## src/rtl/pmem_line_arbiter_pkg.sv

```systemverilog
// Shared types and default widths for the pmem line arbiter.
// This includes the cache line bus, the byte address, and the FSM/owner enums.
package pmem_line_arbiter_pkg;

  localparam int PMEM_LINE_W = 128;
  localparam int PMEM_ADDR_W = 16;
  localparam int PMEM_CNT_W  = 16;

  typedef logic [PMEM_LINE_W-1:0] mem_bus;
  typedef logic [PMEM_ADDR_W-1:0] lc3b_word;

  typedef enum logic [1:0] {IDLE, BUSY_I, BUSY_D, RESP} arb_state_t;
  typedef enum logic {OWN_I, OWN_D} arb_owner_t;

endpackage

```

## src/rtl/pmem_line_arbiter_if.sv

```systemverilog
// Downstream physical-memory line port.
// The arbiter drives it through the master modport; the memory or L2 side uses the slave modport.
interface pmem_line_arbiter_if
  import pmem_line_arbiter_pkg::*;
#(
  parameter int LINE_W = PMEM_LINE_W,
  parameter int ADDR_W = PMEM_ADDR_W
);
  logic              read;
  logic              write;
  logic [ADDR_W-1:0] addr;
  logic [LINE_W-1:0] wdata;
  logic [LINE_W-1:0] rdata;
  logic              resp;

  modport master (output read, write, addr, wdata, input rdata, resp);
  modport slave  (input read, write, addr, wdata, output rdata, resp);
endinterface

```

## src/rtl/pmem_line_arbiter_sat_counter.sv

```systemverilog
// Up-counter that increments on enable and sticks at all-ones instead of wrapping.
module sat_counter #(
  parameter int CNT_W = 16
) (
  input  logic             clk,
  input  logic             rst_n,
  input  logic             en_i,
  output logic [CNT_W-1:0] cnt_o
);
  logic [CNT_W-1:0] cnt_q, cnt_d;

  always_comb begin
    cnt_d = cnt_q;
    if (en_i && (cnt_q != '1)) cnt_d = cnt_q + CNT_W'(1);
  end

  always_ff @(posedge clk or negedge rst_n) begin
    if (!rst_n) cnt_q <= '0;
    else        cnt_q <= cnt_d;
  end

  assign cnt_o = cnt_q;
endmodule

```

## src/rtl/pmem_line_arbiter.sv

```systemverilog
// Arbitrates one pmem line port between the I-cache (reads) and the D-cache (reads and write-backs).
// The port serves one transaction at a time, and each transaction ends with a single-cycle response pulse.
module pmem_line_arbiter
  import pmem_line_arbiter_pkg::*;
#(
  parameter int LINE_W = PMEM_LINE_W,
  parameter int ADDR_W = PMEM_ADDR_W,
  parameter int CNT_W  = PMEM_CNT_W
) (
  input  logic               clk,
  input  logic               rst_n,
  input  logic               i_read,
  input  logic [ADDR_W-1:0]  i_addr,
  output logic [LINE_W-1:0]  i_rdata,
  output logic               i_resp,
  input  logic               d_read,
  input  logic               d_write,
  input  logic [ADDR_W-1:0]  d_addr,
  input  logic [LINE_W-1:0]  d_wdata,
  output logic [LINE_W-1:0]  d_rdata,
  output logic               d_resp,
  pmem_line_arbiter_if.master pmem,
  output logic [CNT_W-1:0]   perf_i_xfers,
  output logic [CNT_W-1:0]   perf_d_xfers
);
  localparam logic [ADDR_W-1:0] LINE_MASK = ~ADDR_W'(4'hF);

  arb_state_t        state_q, state_d;
  arb_owner_t        owner_q, owner_d;
  arb_owner_t        last_q, last_d;
  logic              rd_q, rd_d, wr_q, wr_d;
  logic [ADDR_W-1:0] addr_q, addr_d;
  logic [LINE_W-1:0] wdata_q, wdata_d;
  logic [LINE_W-1:0] i_rdata_q, i_rdata_d, d_rdata_q, d_rdata_d;
  logic              d_req, grant_d;

  assign d_req   = d_read | d_write;
  // On a tie, D wins only when I was the last side granted on a tie.
  assign grant_d = d_req && (!i_read || (last_q == OWN_I));

  always_comb begin
    state_d   = state_q;
    owner_d   = owner_q;
    last_d    = last_q;
    rd_d      = rd_q;
    wr_d      = wr_q;
    addr_d    = addr_q;
    wdata_d   = wdata_q;
    i_rdata_d = i_rdata_q;
    d_rdata_d = d_rdata_q;
    case (state_q)
      IDLE: begin
        if (i_read || d_req) begin
          if (i_read && d_req) last_d = grant_d ? OWN_D : OWN_I;
          if (grant_d) begin
            owner_d = OWN_D;
            state_d = BUSY_D;
            addr_d  = d_addr & LINE_MASK;
            // A simultaneous read and write is resolved as a write.
            wr_d    = d_write;
            rd_d    = !d_write;
            if (d_write) wdata_d = d_wdata;
          end else begin
            owner_d = OWN_I;
            state_d = BUSY_I;
            addr_d  = i_addr & LINE_MASK;
            rd_d    = 1'b1;
            wr_d    = 1'b0;
          end
        end
      end
      BUSY_I: begin
        if (pmem.resp) begin
          i_rdata_d = pmem.rdata;
          rd_d      = 1'b0;
          state_d   = RESP;
        end
      end
      BUSY_D: begin
        if (pmem.resp) begin
          if (!wr_q) d_rdata_d = pmem.rdata;
          rd_d    = 1'b0;
          wr_d    = 1'b0;
          state_d = RESP;
        end
      end
      RESP:    state_d = IDLE;
      default: state_d = IDLE;
    endcase
  end

  always_ff @(posedge clk or negedge rst_n) begin
    if (!rst_n) begin
      state_q   <= IDLE;
      owner_q   <= OWN_I;
      last_q    <= OWN_D;
      rd_q      <= 1'b0;
      wr_q      <= 1'b0;
      addr_q    <= '0;
      wdata_q   <= '0;
      i_rdata_q <= '0;
      d_rdata_q <= '0;
    end else begin
      state_q   <= state_d;
      owner_q   <= owner_d;
      last_q    <= last_d;
      rd_q      <= rd_d;
      wr_q      <= wr_d;
      addr_q    <= addr_d;
      wdata_q   <= wdata_d;
      i_rdata_q <= i_rdata_d;
      d_rdata_q <= d_rdata_d;
    end
  end

  assign pmem.read  = rd_q;
  assign pmem.write = wr_q;
  assign pmem.addr  = addr_q;
  assign pmem.wdata = wdata_q;
  assign i_rdata    = i_rdata_q;
  assign d_rdata    = d_rdata_q;
  assign i_resp     = (state_q == RESP) && (owner_q == OWN_I);
  assign d_resp     = (state_q == RESP) && (owner_q == OWN_D);

  sat_counter #(.CNT_W(CNT_W)) u_i_cnt (
    .clk   (clk),
    .rst_n (rst_n),
    .en_i  (i_resp),
    .cnt_o (perf_i_xfers)
  );

  sat_counter #(.CNT_W(CNT_W)) u_d_cnt (
    .clk   (clk),
    .rst_n (rst_n),
    .en_i  (d_resp),
    .cnt_o (perf_d_xfers)
  );

  a_no_rd_wr_both : assert property (@(posedge clk) disable iff (!rst_n) !(d_read && d_write));

endmodule

```

## src/flat_wrapper.sv

```systemverilog
// flat-port wrapper written by rule: the top's interface ports become plain ports
module pmem_line_arbiter_flat import pmem_line_arbiter_pkg::*;
#(
  parameter int LINE_W = PMEM_LINE_W,
  parameter int ADDR_W = PMEM_ADDR_W,
  parameter int CNT_W  = PMEM_CNT_W
)
  (clk, rst_n, i_read, i_addr, i_rdata, i_resp, d_read, d_write, d_addr, d_wdata, d_rdata, d_resp, perf_i_xfers, perf_d_xfers, pmem_read, pmem_write, pmem_addr, pmem_wdata, pmem_rdata, pmem_resp);
  pmem_line_arbiter_if #(.LINE_W(LINE_W), .ADDR_W(ADDR_W)) pmem_i ();
  input  logic clk;
  input  logic rst_n;
  input  logic i_read;
  input  logic [ADDR_W-1:0] i_addr;
  output logic [LINE_W-1:0] i_rdata;
  output logic i_resp;
  input  logic d_read;
  input  logic d_write;
  input  logic [ADDR_W-1:0] d_addr;
  input  logic [LINE_W-1:0] d_wdata;
  output logic [LINE_W-1:0] d_rdata;
  output logic d_resp;
  output logic [CNT_W-1:0] perf_i_xfers;
  output logic [CNT_W-1:0] perf_d_xfers;
  output wire logic [$bits(pmem_i.read)-1:0] pmem_read;
  output wire logic [$bits(pmem_i.write)-1:0] pmem_write;
  output wire logic [$bits(pmem_i.addr)-1:0] pmem_addr;
  output wire logic [$bits(pmem_i.wdata)-1:0] pmem_wdata;
  input wire logic [$bits(pmem_i.rdata)-1:0] pmem_rdata;
  input wire logic [$bits(pmem_i.resp)-1:0] pmem_resp;
  assign pmem_read = pmem_i.read;
  assign pmem_write = pmem_i.write;
  assign pmem_addr = pmem_i.addr;
  assign pmem_wdata = pmem_i.wdata;
  assign pmem_i.rdata = pmem_rdata;
  assign pmem_i.resp = pmem_resp;
  pmem_line_arbiter #(.LINE_W(LINE_W), .ADDR_W(ADDR_W), .CNT_W(CNT_W)) u_core (.clk(clk), .rst_n(rst_n), .i_read(i_read), .i_addr(i_addr), .i_rdata(i_rdata), .i_resp(i_resp), .d_read(d_read), .d_write(d_write), .d_addr(d_addr), .d_wdata(d_wdata), .d_rdata(d_rdata), .d_resp(d_resp), .pmem(pmem_i), .perf_i_xfers(perf_i_xfers), .perf_d_xfers(perf_d_xfers));
endmodule
```

## config.mk

```make
export PLATFORM = sky130hd
export DESIGN_NAME = pmem_line_arbiter_flat
export DESIGN_NICKNAME = d
export VERILOG_FILES = /design/src/rtl/pmem_line_arbiter_pkg.sv /design/src/rtl/pmem_line_arbiter_if.sv /design/src/rtl/pmem_line_arbiter_sat_counter.sv /design/src/rtl/pmem_line_arbiter.sv /design/src/flat_wrapper.sv
export SDC_FILE = /design/constraint.sdc
export NUM_CORES = 1
export LEC_CHECK = 0
export ABC_AREA = 1
export BUFFER_PORTS_ARGS = -buffer_cell sky130_fd_sc_hd__buf_2
export CAP_MARGIN = 20
export CORE_AREA = 4 4 283 285
export CTS_CLUSTER_DIAMETER = 30
export DETAILED_ROUTE_END_ITERATION = 8
export DIE_AREA = 0 0 287 289
export PLACE_DENSITY = 0.49
export SYNTH_ARGS = -nofsm -noshare
export SYNTH_HDL_FRONTEND = slang
export SYNTH_SLANG_ARGS = --single-unit
```

## constraint.sdc

```tcl
create_clock -name clk -period 1.68 [get_ports clk]
set_clock_uncertainty 0.05 [all_clocks]
set_input_delay 0.252 -clock clk [delete_from_list [all_inputs] [get_ports clk]]
set_output_delay 0.252 -clock clk [all_outputs]
set_load 0.005 [all_outputs]
```

Word level (Yosys, flattened, before mapping)
Cells that the tools add are included.
Operators by class
  bitwise gates (word level): 4
  mux-type cells: 13
  reduce and logical (&&, ||, !) cells: 22
  eq/ne operators: 8
  $add $sub $neg: 2
Operators with widths (number)
  16-bit by 1-bit adder with 16-bit output, second input constant: 2
  16-bit != test, second input constant: 2
  16-bit 2-to-1 mux: 1
  3-bit AND reduction: 4
  1-bit logical AND: 6
  1-bit 2-to-1 mux: 6
  2-bit 2-to-1 mux: 3
  2-bit case mux with 3 select lines: 1
  2-bit AND reduction: 3
  2-bit == test, second input constant: 2
  2-bit by 1-bit != test with 1-bit output, second input constant: 2
  1-bit case mux with 2 select lines: 2
  4-bit AND reduction: 1
  2-bit nonzero test: 2
  1-bit inverter: 3
  2-bit by 1-bit == test with 1-bit output, second input constant: 1
  1-bit logical NOT: 2
  2-bit logical NOT: 1
  1-bit logical OR: 2
  2-bit != test, second input constant: 1
  2-bit OR reduction: 1
  1-bit bitwise OR: 1
Storage, ports and cells
  word-level logic and storage cells: 60
  register bits after elaboration: 438
  input port bits: 294
  output and inout bits: 436

Logic depth before layout (Yosys ltp)
Gate-level depths: netlist (run 1).
  depth after elaboration: 6
  mapped depth: 9
  mapped depth without buffers: 9

Cells and area by module
A second synthesis (run 1) with hierarchy kept.
Unflattened totals
  cell total of the unflattened synthesis: 1978
  area, all modules: 18271.3 um^2
Modules (own cells, without submodules)
  pmem_line_arbiter: seq. area each 10060.9 um^2, instances 1, cells an instance 1680, area each 16154.2 um^2
  sat_counter: seq. area each 400.4 um^2, instances 2, cells an instance 149, area each 1058.5 um^2

Least setup slack after synthesis (run 1)
No wires, ideal clock.
  path type: reg2reg
  from: register u_core.state_q[0]
  to: register u_core.d_rdata_q[0] (netlist: u_core.d_rdata[0])
  library setup time: 0.121 ns
  clock period less this slack: 1.608 ns
  buffers on the path: 3
  required time: 1.509 ns
  slack: 0.072 ns
  data arrival time: 1.437 ns
  cell stages (with the launch flop): 10
  cells stage by stage: dfrtp_1 -> inv_1 -> ha_1 -> nand2_1 -> or2_1 -> buf_2 -> buf_6 -> buf_2 -> nand2_1 -> o21ai_1
On the way
  word-level cells in the longest chain between the ends: 2
RTL lines
  from (decl): RTL line pmem_line_arbiter.sv:28  | arb_state_t state_q, state_d;
  from (signal assigned): RTL line pmem_line_arbiter.sv:104  | state_q <= state_d;
  2-bit == test: RTL line pmem_line_arbiter.sv:51  | case (state_q)
  3-bit AND reduction (no source line)
  to (signal assigned): RTL line pmem_line_arbiter.sv:112  | d_rdata_q <= d_rdata_d;
  to (decl): RTL line pmem_line_arbiter.sv:34  | logic [LINE_W-1:0] i_rdata_q, i_rdata_d, d_rdata_q, d_rdata_d;
Every way passes these cells.
A chain may end at the register's enable or synchronous reset.

Final worst setup path (run 1)
  from: register u_core.state_q[1]
  to: output d_resp
On the way
  word-level cells in the longest chain between the ends: 2
RTL lines
  2-bit == test: RTL line pmem_line_arbiter.sv:123  | assign d_resp = (state_q == RESP) && (owner_q == OWN_D);
  1-bit logical AND: RTL line pmem_line_arbiter.sv:123
  to (decl): RTL line flat_wrapper.sv:21  | output logic d_resp;
Every way passes these cells.

==> results.py, run 1 <==
metrics = {
    "worst_setup_path": {
        "end_kind": "output pin",
        "crit_path_start_kind": "flip-flop",
        "cp-startpoint": "u_core.state_q[1]",
        "r2r_cells": 11,
        "rr_endpoint": "u_core.d_rdata[92]",
        "required_ps": 1380,
        "critPathCapture": "d_resp",
        "worstSetupPathType": "flip-flop to output pin",
        "worstPathMaxFanout": 2,
        "r2r_slack_ps": -240,
        "worstReg2RegStart": "u_core.state_q[1]",
        "critPathArrivalTime_ps": 1630,
    },
    "sta": {
        "hold_viol": 0,
        "fmax_mhz": 519,
        "fin_crit_sh_pct": 115,
        "fin_crit_ps": 1930,
        "holdWs_ps": 233,
        "maxSlewHeadroom_pct": 53.6,
        "tightest_slew_ps": 694,
        "fin_ws_ps": -247,
        "rsz0062_at_grt": "true",
        "drv_slew": 0,
        "setup_viol_count_final": 381,
    },
    "die": {
        "die_x_um": 287,
        "die_y_um": 289,
        "initial_core_util_pct": 22.3,
        "rows": 102,
        "core_area_um2": 77300,
        "die-area_um2": 82900,
        "ioPinCount": 730,
    },
    "place": {
        "dp.cells": 3410,
        "preCtsSetupSlack_ps": -210,
        "io_buffers": 717,
        "hpwl_um": 45400,
        "gp_congestion": 0.776,
    },
    "global_routing": {
        "antenna_found_initial": 1,
        "grt_pass1_wl_um": 103000,
        "grt_pass1_vias": 17100,
        "grt_max_degree": 70,
        "grt_usage_pct": 15.9,
        "gr-total-overflow": 0,
    },
    "layout": {
        "fin_cells": 4027,
        "syn2layout_area_growth_pct": 96.5,
        "drive_gt1_share_pct": 54.1,
        "nets": 3193,
    },
    "drt": {
        "drt_iter0_markers": 712,
        "wirelength_um": 77300,
        "drt-pass1-iter-count": 5,
        "avgRoutedWirePerCell_um": 19.2,
        "ant_nets": 0,
        "via_per_inst": 4.18,
        "vias": 16800,
        "drc": 0,
    },
    "power_and_ir_drop": {
        "p_per_area_nw_per_um2": 1910,
        "vdd_ir_drop_max_mv": 1.22,
        "cellLeakagePower_nw": 17.3,
    },
    "logic_synthesis": {
        "synth.largest_area_cell": "dfrtp_1",
        "syn_area_per_cell_um2": 10.6,
        "syn_inst": 1633,
        "synth_seq_cells": 434,
        "yosys-top-cells-area": "dfrtp_1, nand2_1, mux2_2, o21ai_0, o21ai_1",
        "ys_warn_count": 0,
        "syn_area_um2": 17300,
        "ys_types": 37,
        "synth_top_cell_area_share_pct": 62.8,
        "seq_area_frac_synth_pct": 63.0,
    },
    "worst_hold_path": {
        "hold_path_class": "input port to async pin",
    },
    "outcome": {
        "status": "complete, but fails checks",
        "violations": "negative setup slack",
    },
    "clock_network": {
        "clock-root-buffer": "clkbuf_16",
        "clk_latency_ps": 620,
        "path_clk_slew_ps": 50,
        "ctsLongestPathBuffers": 3,
        "cts_buffers": 110,
        "htree_num_levels": 3,
        "cts_sinks": 434,
        "cts_tree": "done",
    },
    "job": {
        "maxCapViolCount": 0,
    },
}
## per-layer routing
metal  track usage [%]  up-vias  routed length (µm)
li1                  -     7851                   -
met1              18.8     8224               30300
met2              27.5      602               39700
met3              4.63      149                4980
met4              5.67        0                2280
met5                 0        -                   0
## registers in the layout, summed over array words and instances, names as in the netlist
name	flops
u_core.pmem.addr	12
u_core.u_i_cnt.cnt_o	16
u_core.pmem.wdata	128
u_core.i_rdata	128
u_core.pmem.write	1
u_core.u_d_cnt.cnt_o	16
u_core.owner_q	1
u_core.state_q	2
u_core.pmem.read	1
u_core.d_rdata	128
u_core.last_q	1
## where the power goes
| group | total, W | internal (W) | switching, W |
|---|---|---|---|
| Clock | 0.0227 | 0.0160 | 0.00669 |
| Sequential | 0.0186 | 0.0152 | 0.00335 |
| Combinational | 0.0235 | 0.0128 | 0.0107 |
## per-stage QoR
stage	utilization, %	cell area [µm²]	setup TNS [ps]	total power (W)
3_5_place_dp	29.2	22600	-18060	0.0331
5_1_grt	43.8	33900	-80410	0.0681
4_1_cts	40.2	31100	-52810	0.0595
6_report	43.8	33900	-49820	0.0647
3_3_place_gp	29.2	22600	-15950	0.0329
2_1_floorplan	-	17300	0	0.0246
## cell usage after synthesis (all sizes together)
master	count
dfrtp	433
nand2	413
o21ai	300
inv	171
mux2	128
buf	58
nor2	49
clkbuf	25
nand3	15
nand4	10
ha	7
xnor2	6
a21oi	4
xor2	4
and2	2
nand3b	2
or2	2
conb	1
dfstp	1
nor3	1
o31ai	1
## final cells by class
class	count	area, µm²
sequential	434	10900
tap	1040	1300
clock buffer	148	3160
fill	7152	43400
multi-input combinational	952	7010
timing repair buffer	1223	10000
antenna	1	2.50
inverter	171	661
clock inverter	58	890
## worst min-delay path by stage
stage | cells after the start | startpoint | to
after floorplan | 0 | rst_n | u_core.d_rdata[0]
final | 3 | rst_n | u_core.i_rdata[54]
after global placement | 1 | rst_n | u_core.pmem.wdata[16]
after CTS | 4 | pmem_resp | u_core.pmem.read
after global routing | 4 | pmem_resp | u_core.pmem.read
after detailed placement | 1 | rst_n | u_core.d_rdata[50]
## logic make-up after synthesis
family / Yosys count / synth area share [%]
mux: 128 / 8.35
flops: 434 / 63.0
compound gates: 305 / 9.01
xor+xnor: 10 / 0.508
simple gates: 494 / 11.5
fa+ha+maj: 7 / 0.508
buf+inv: 254 / 7.17
other cells: 1 / 0.0217
## worst max-delay path: stages (launching register included)
cell and delay, ps:
dfrtp_1 390, buf_6 130, ha_4 160, buf_6 110, nand2_4 70, inv_4 40
buf_6 100
## cell usage in the layout, fill, tap and decap left out, types with 3 or more instances in the layout
master,n
buf_2,714
dfrtp_1,433
dlygate4sd3_1,286
nand2_1,240
inv_1,160
o21ai_2,147
clkbuf_16,146
nand2_2,92
o21ai_1,90
mux2_4,88
nand2_4,80
buf_4,72
o21ai_0,62
buf_12,42
nor2_1,41
mux2_2,40
buf_6,27
buf_16,25
clkbuf_8,24
clkinv_2,23
buf_8,22
bufinv_16,19
nand3_1,13
clkbuf_1,13
nand4_1,10
clkinvlp_4,10
xnor2_1,6
or2_4,5
nor2_4,5
inv_2,5
inv_4,4
xor2_1,4
ha_4,4
conb_1,4
nor2_2,3
inv_6,3
ha_1,3
clkinv_16,3
## timing repair
action                                  CTS  global route
hold endpoints to repair                825             0
gates resized for setup                 120           645
endpoints found under the setup margin  283           415
hold buffers                            286             0
gates cloned                             30            51
pin swaps                                 7            23
buffers inserted                         30            32
Power figures use the tool's default switching activity.
==> run 2, diff against run 1 <==
Settings changed: CORE_AREA 4 4 283 285 to 4 4 279 281, DIE_AREA 0 0 287 289 to 0 0 283 285, PLACE_DENSITY 0.49 to 0.51, SYNTH_HIERARCHICAL from default to 1.
==> run 2 against run 1 <==
Sequential cell count stayed put. Area after synthesis is 5.9% higher. Cell count is 5.0% higher. Wire length is 3.0% lower. Fmax is 5.7% higher. Critical endpoint is now u_core/d_rdata[74]. Sequential share of layout area is 1.7 points higher. The run still ends with negative setup slack left.
==> results.py, run 2 <==
metrics = {
    "outcome": {
        "status": "complete, but fails checks",
        "violations": "negative setup slack",
    },
    "sta": {
        "fin_ws_ps": -143,
        "setup_viol_count_final": 195,
        "fin_crit_ps": 1820,
        "fmax_mhz": 549,
        "drv_slew": 0,
        "holdWs_ps": 2.07,
        "setup-tns-final_ps": -10430,
        "hold_viol": 0,
        "rsz0062_at_grt": "true",
        "fin_crit_sh_pct": 109,
    },
    "die": {
        "die_x_um": 283,
        "rows": 101,
        "die-area_um2": 80700,
        "initial_core_util_pct": 24.2,
        "die_y_um": 285,
        "ioPinCount": 730,
        "core_area_um2": 75400,
    },
    "worst_hold_path": {
        "hold_path_class": "input port to async pin",
    },
    "clock_network": {
        "cts_buffers": 112,
        "clock-root-buffer": "clkbuf_16",
        "cts_tree": "done",
        "htree_num_levels": 3,
        "cts_sinks": 434,
        "path_clk_slew_ps": 50,
        "clk_latency_ps": 650,
        "ctsLongestPathBuffers": 3,
    },
    "layout": {
        "drive_gt1_share_pct": 41.2,
        "multi_input_comb_area_um2": 6400,
        "fill_cells": 7241,
        "post-route-util_pct": 42.6,
        "syn2layout_area_growth_pct": 76.0,
        "nets": 3450,
        "final_common_cell": "buf_2",
        "ff_latch_area_um2": 10900,
        "final_cell_mix": "buf_2, nand2_1, dfrtp_1, dlygate4sd3_1, inv_1",
    },
    "logic_synthesis": {
        "synth_ff_type": "dfrtp_1",
        "ys_top_cells_by_count": "nand2_1, dfrtp_1, inv_1, nand3_1, o21ai_0",
        "seq_area_frac_synth_pct": 59.4,
        "synthArstFlopShare_pct": 100,
        "synth_enable_flop_cells": 0,
        "syn_area_um2": 18300,
        "synth_top_cell_area_share_pct": 59.3,
        "syn_inst": 1978,
        "yosys-top-cells-area": "dfrtp_1, nand2_1, o21ai_2, nand3_1, o21ai_0",
        "syn_area_per_cell_um2": 9.24,
        "synth_seq_cells": 434,
        "synthMostInstantiatedCell": "nand2_1",
        "ys_types": 28,
        "ys_warn_count": 6,
        "synth.largest_area_cell": "dfrtp_1",
    },
    "power_and_ir_drop": {
        "p_int_w": 0.0399,
        "p_per_area_nw_per_um2": 1880,
        "pwr-share-comb_pct": 34.1,
        "clock_power_share_pct": 36.5,
        "cellLeakagePower_nw": 17.0,
        "switching_share_pct": 34.1,
        "vdd_ir_drop_max_mv": 1.09,
        "total_power_w": 0.0606,
        "seq_power_share_pct": 29.4,
        "power_switching_w": 0.0207,
    },
    "worst_setup_path": {
        "crit_chain": "buf_4, inv_4, ha_2, nand2_1, or2_4, buf_16, buf_4, buf_4, nand2_1, o21ai_2",
        "critPathArrivalTime_ps": 2310,
        "slowest_delay_ps": 370,
        "end_kind": "flip-flop",
        "crit_path_start_kind": "flip-flop",
        "cp_slowest_cell": "dfrtp_1",
        "worstPathMaxFanout": 6,
        "worstSetupPathType": "flip-flop to flip-flop",
        "crit_top_cell": "buf_4",
        "required_ps": 2170,
    },
    "drt": {
        "via_per_inst": 4.28,
        "drt-pass1-iter-count": 5,
        "wirelength_um": 74900,
        "drc": 0,
        "vias": 18100,
        "drt_iter0_markers": 1017,
        "avgRoutedWirePerCell_um": 17.7,
        "ant_nets": 0,
    },
    "global_routing": {
        "grt_usage_pct": 17.3,
        "antenna_found_initial": 7,
        "gr-total-overflow": 0,
        "grt_max_degree": 59,
        "grt_pass1_wl_um": 110000,
        "grt_pass1_vias": 18800,
    },
    "place": {
        "hpwl_um": 50800,
        "gp_congestion": 0.871,
        "preCtsSetupSlack_ps": -188,
        "io_buffers": 717,
    },
    "job": {
        "maxCapViolCount": 0,
    },
}
run 2: critical path, delay by kind of cell (launching register included):
kind / cells / cell delay, ps
buffers and inverters: 5 / 660
DFF: 1 / 370
and+or+nand+nor: 3 / 430
AOI/OAI and AO/OA: 1 / 50
adders and majority gates: 1 / 160
run 2: kinds of logic (layout without fill, tap and decap cells):
| kind of cell | Yosys count | after routing | share of synthesized area [%] |
|---|---|---|---|
| adder cells (fa/ha/maj) | 8 | 8 | 0.548 |
| flip-flops | 434 | 434 | 59.4 |
| AO/OA/AOI/OAI | 282 | 282 | 10.3 |
| AND/OR/NAND/NOR | 939 | 943 | 21.3 |
| buffers and inverters | 302 | 1563 | 7.83 |
| other | 1 | 9 | 0.0205 |
| XOR/XNOR | 12 | 12 | 0.575 |
run 2: what timing repair did:
action                                  4_1_cts  5_1_grt
buffers inserted                             16       11
endpoints found under the setup margin       93      317
endpoints found under the hold margin       831        0
hold buffers                                284        0
gates resized for setup                      78       87
cloned                                       13       26
pin swaps                                     2        6
run 2: per-layer routing:
layer / global-route usage [%] / up-vias / share of wire, %
met5: 0 / - / 0.033
met4: 8.25 / 4 / 4.4
met3: 4.50 / 197 / 6.0
met2: 28.7 / 623 / 48
met1: 20.9 / 8638 / 41
li1: - / 8638 / -
run 2: metrics by stage:
step / area [µm²] / cells
after floorplan: 18300 / 1981
after global placement: 23600 / 3670
after detailed placement: 23600 / 3670
after CTS: 31200 / 4190
after global routing: 32200 / 4228
final: 32200 / 4229
run 2: cell type report:
class	count	area share (%)
sequential	434	33.8
timing repair buffer	1161	27.8
multi-input combinational	1249	19.9
clock buffer	140	9.66
tap	978	3.80
clock inverter	72	2.80
inverter	190	2.25
antenna	5	0.0389
run 2: final timing paths:
| path | slack, ps | end | start | cells past startpoint |
|---|---|---|---|---|
| max | -140 | u_core/d_rdata[74] | u_core/state_q[0] | 10 |
| max reg2reg | -140 | u_core/d_rdata[74] | u_core/state_q[0] | 10 |
| min | 2 | u_core/d_rdata[1] | rst_n | 2 |
| min reg2reg | 410 | u_core/pmem.wdata[99] | u_core/pmem.wdata[99] | 2 |
| min in group clk | 50 | u_core/pmem.read | pmem_resp | 4 |
| max in group asynchronous | 780 | u_core/pmem.addr[7] | rst_n | 4 |
run 2: power by group through the flow:
stage                     Clock (W)  Sequential (W)  Combinational, W
after CTS                    0.0225          0.0177            0.0189
after floorplan                   0          0.0179           0.00758
after detailed placement          0          0.0177            0.0171
final                        0.0221          0.0178            0.0206
after global routing         0.0232          0.0184            0.0225
after global placement            0          0.0177            0.0169
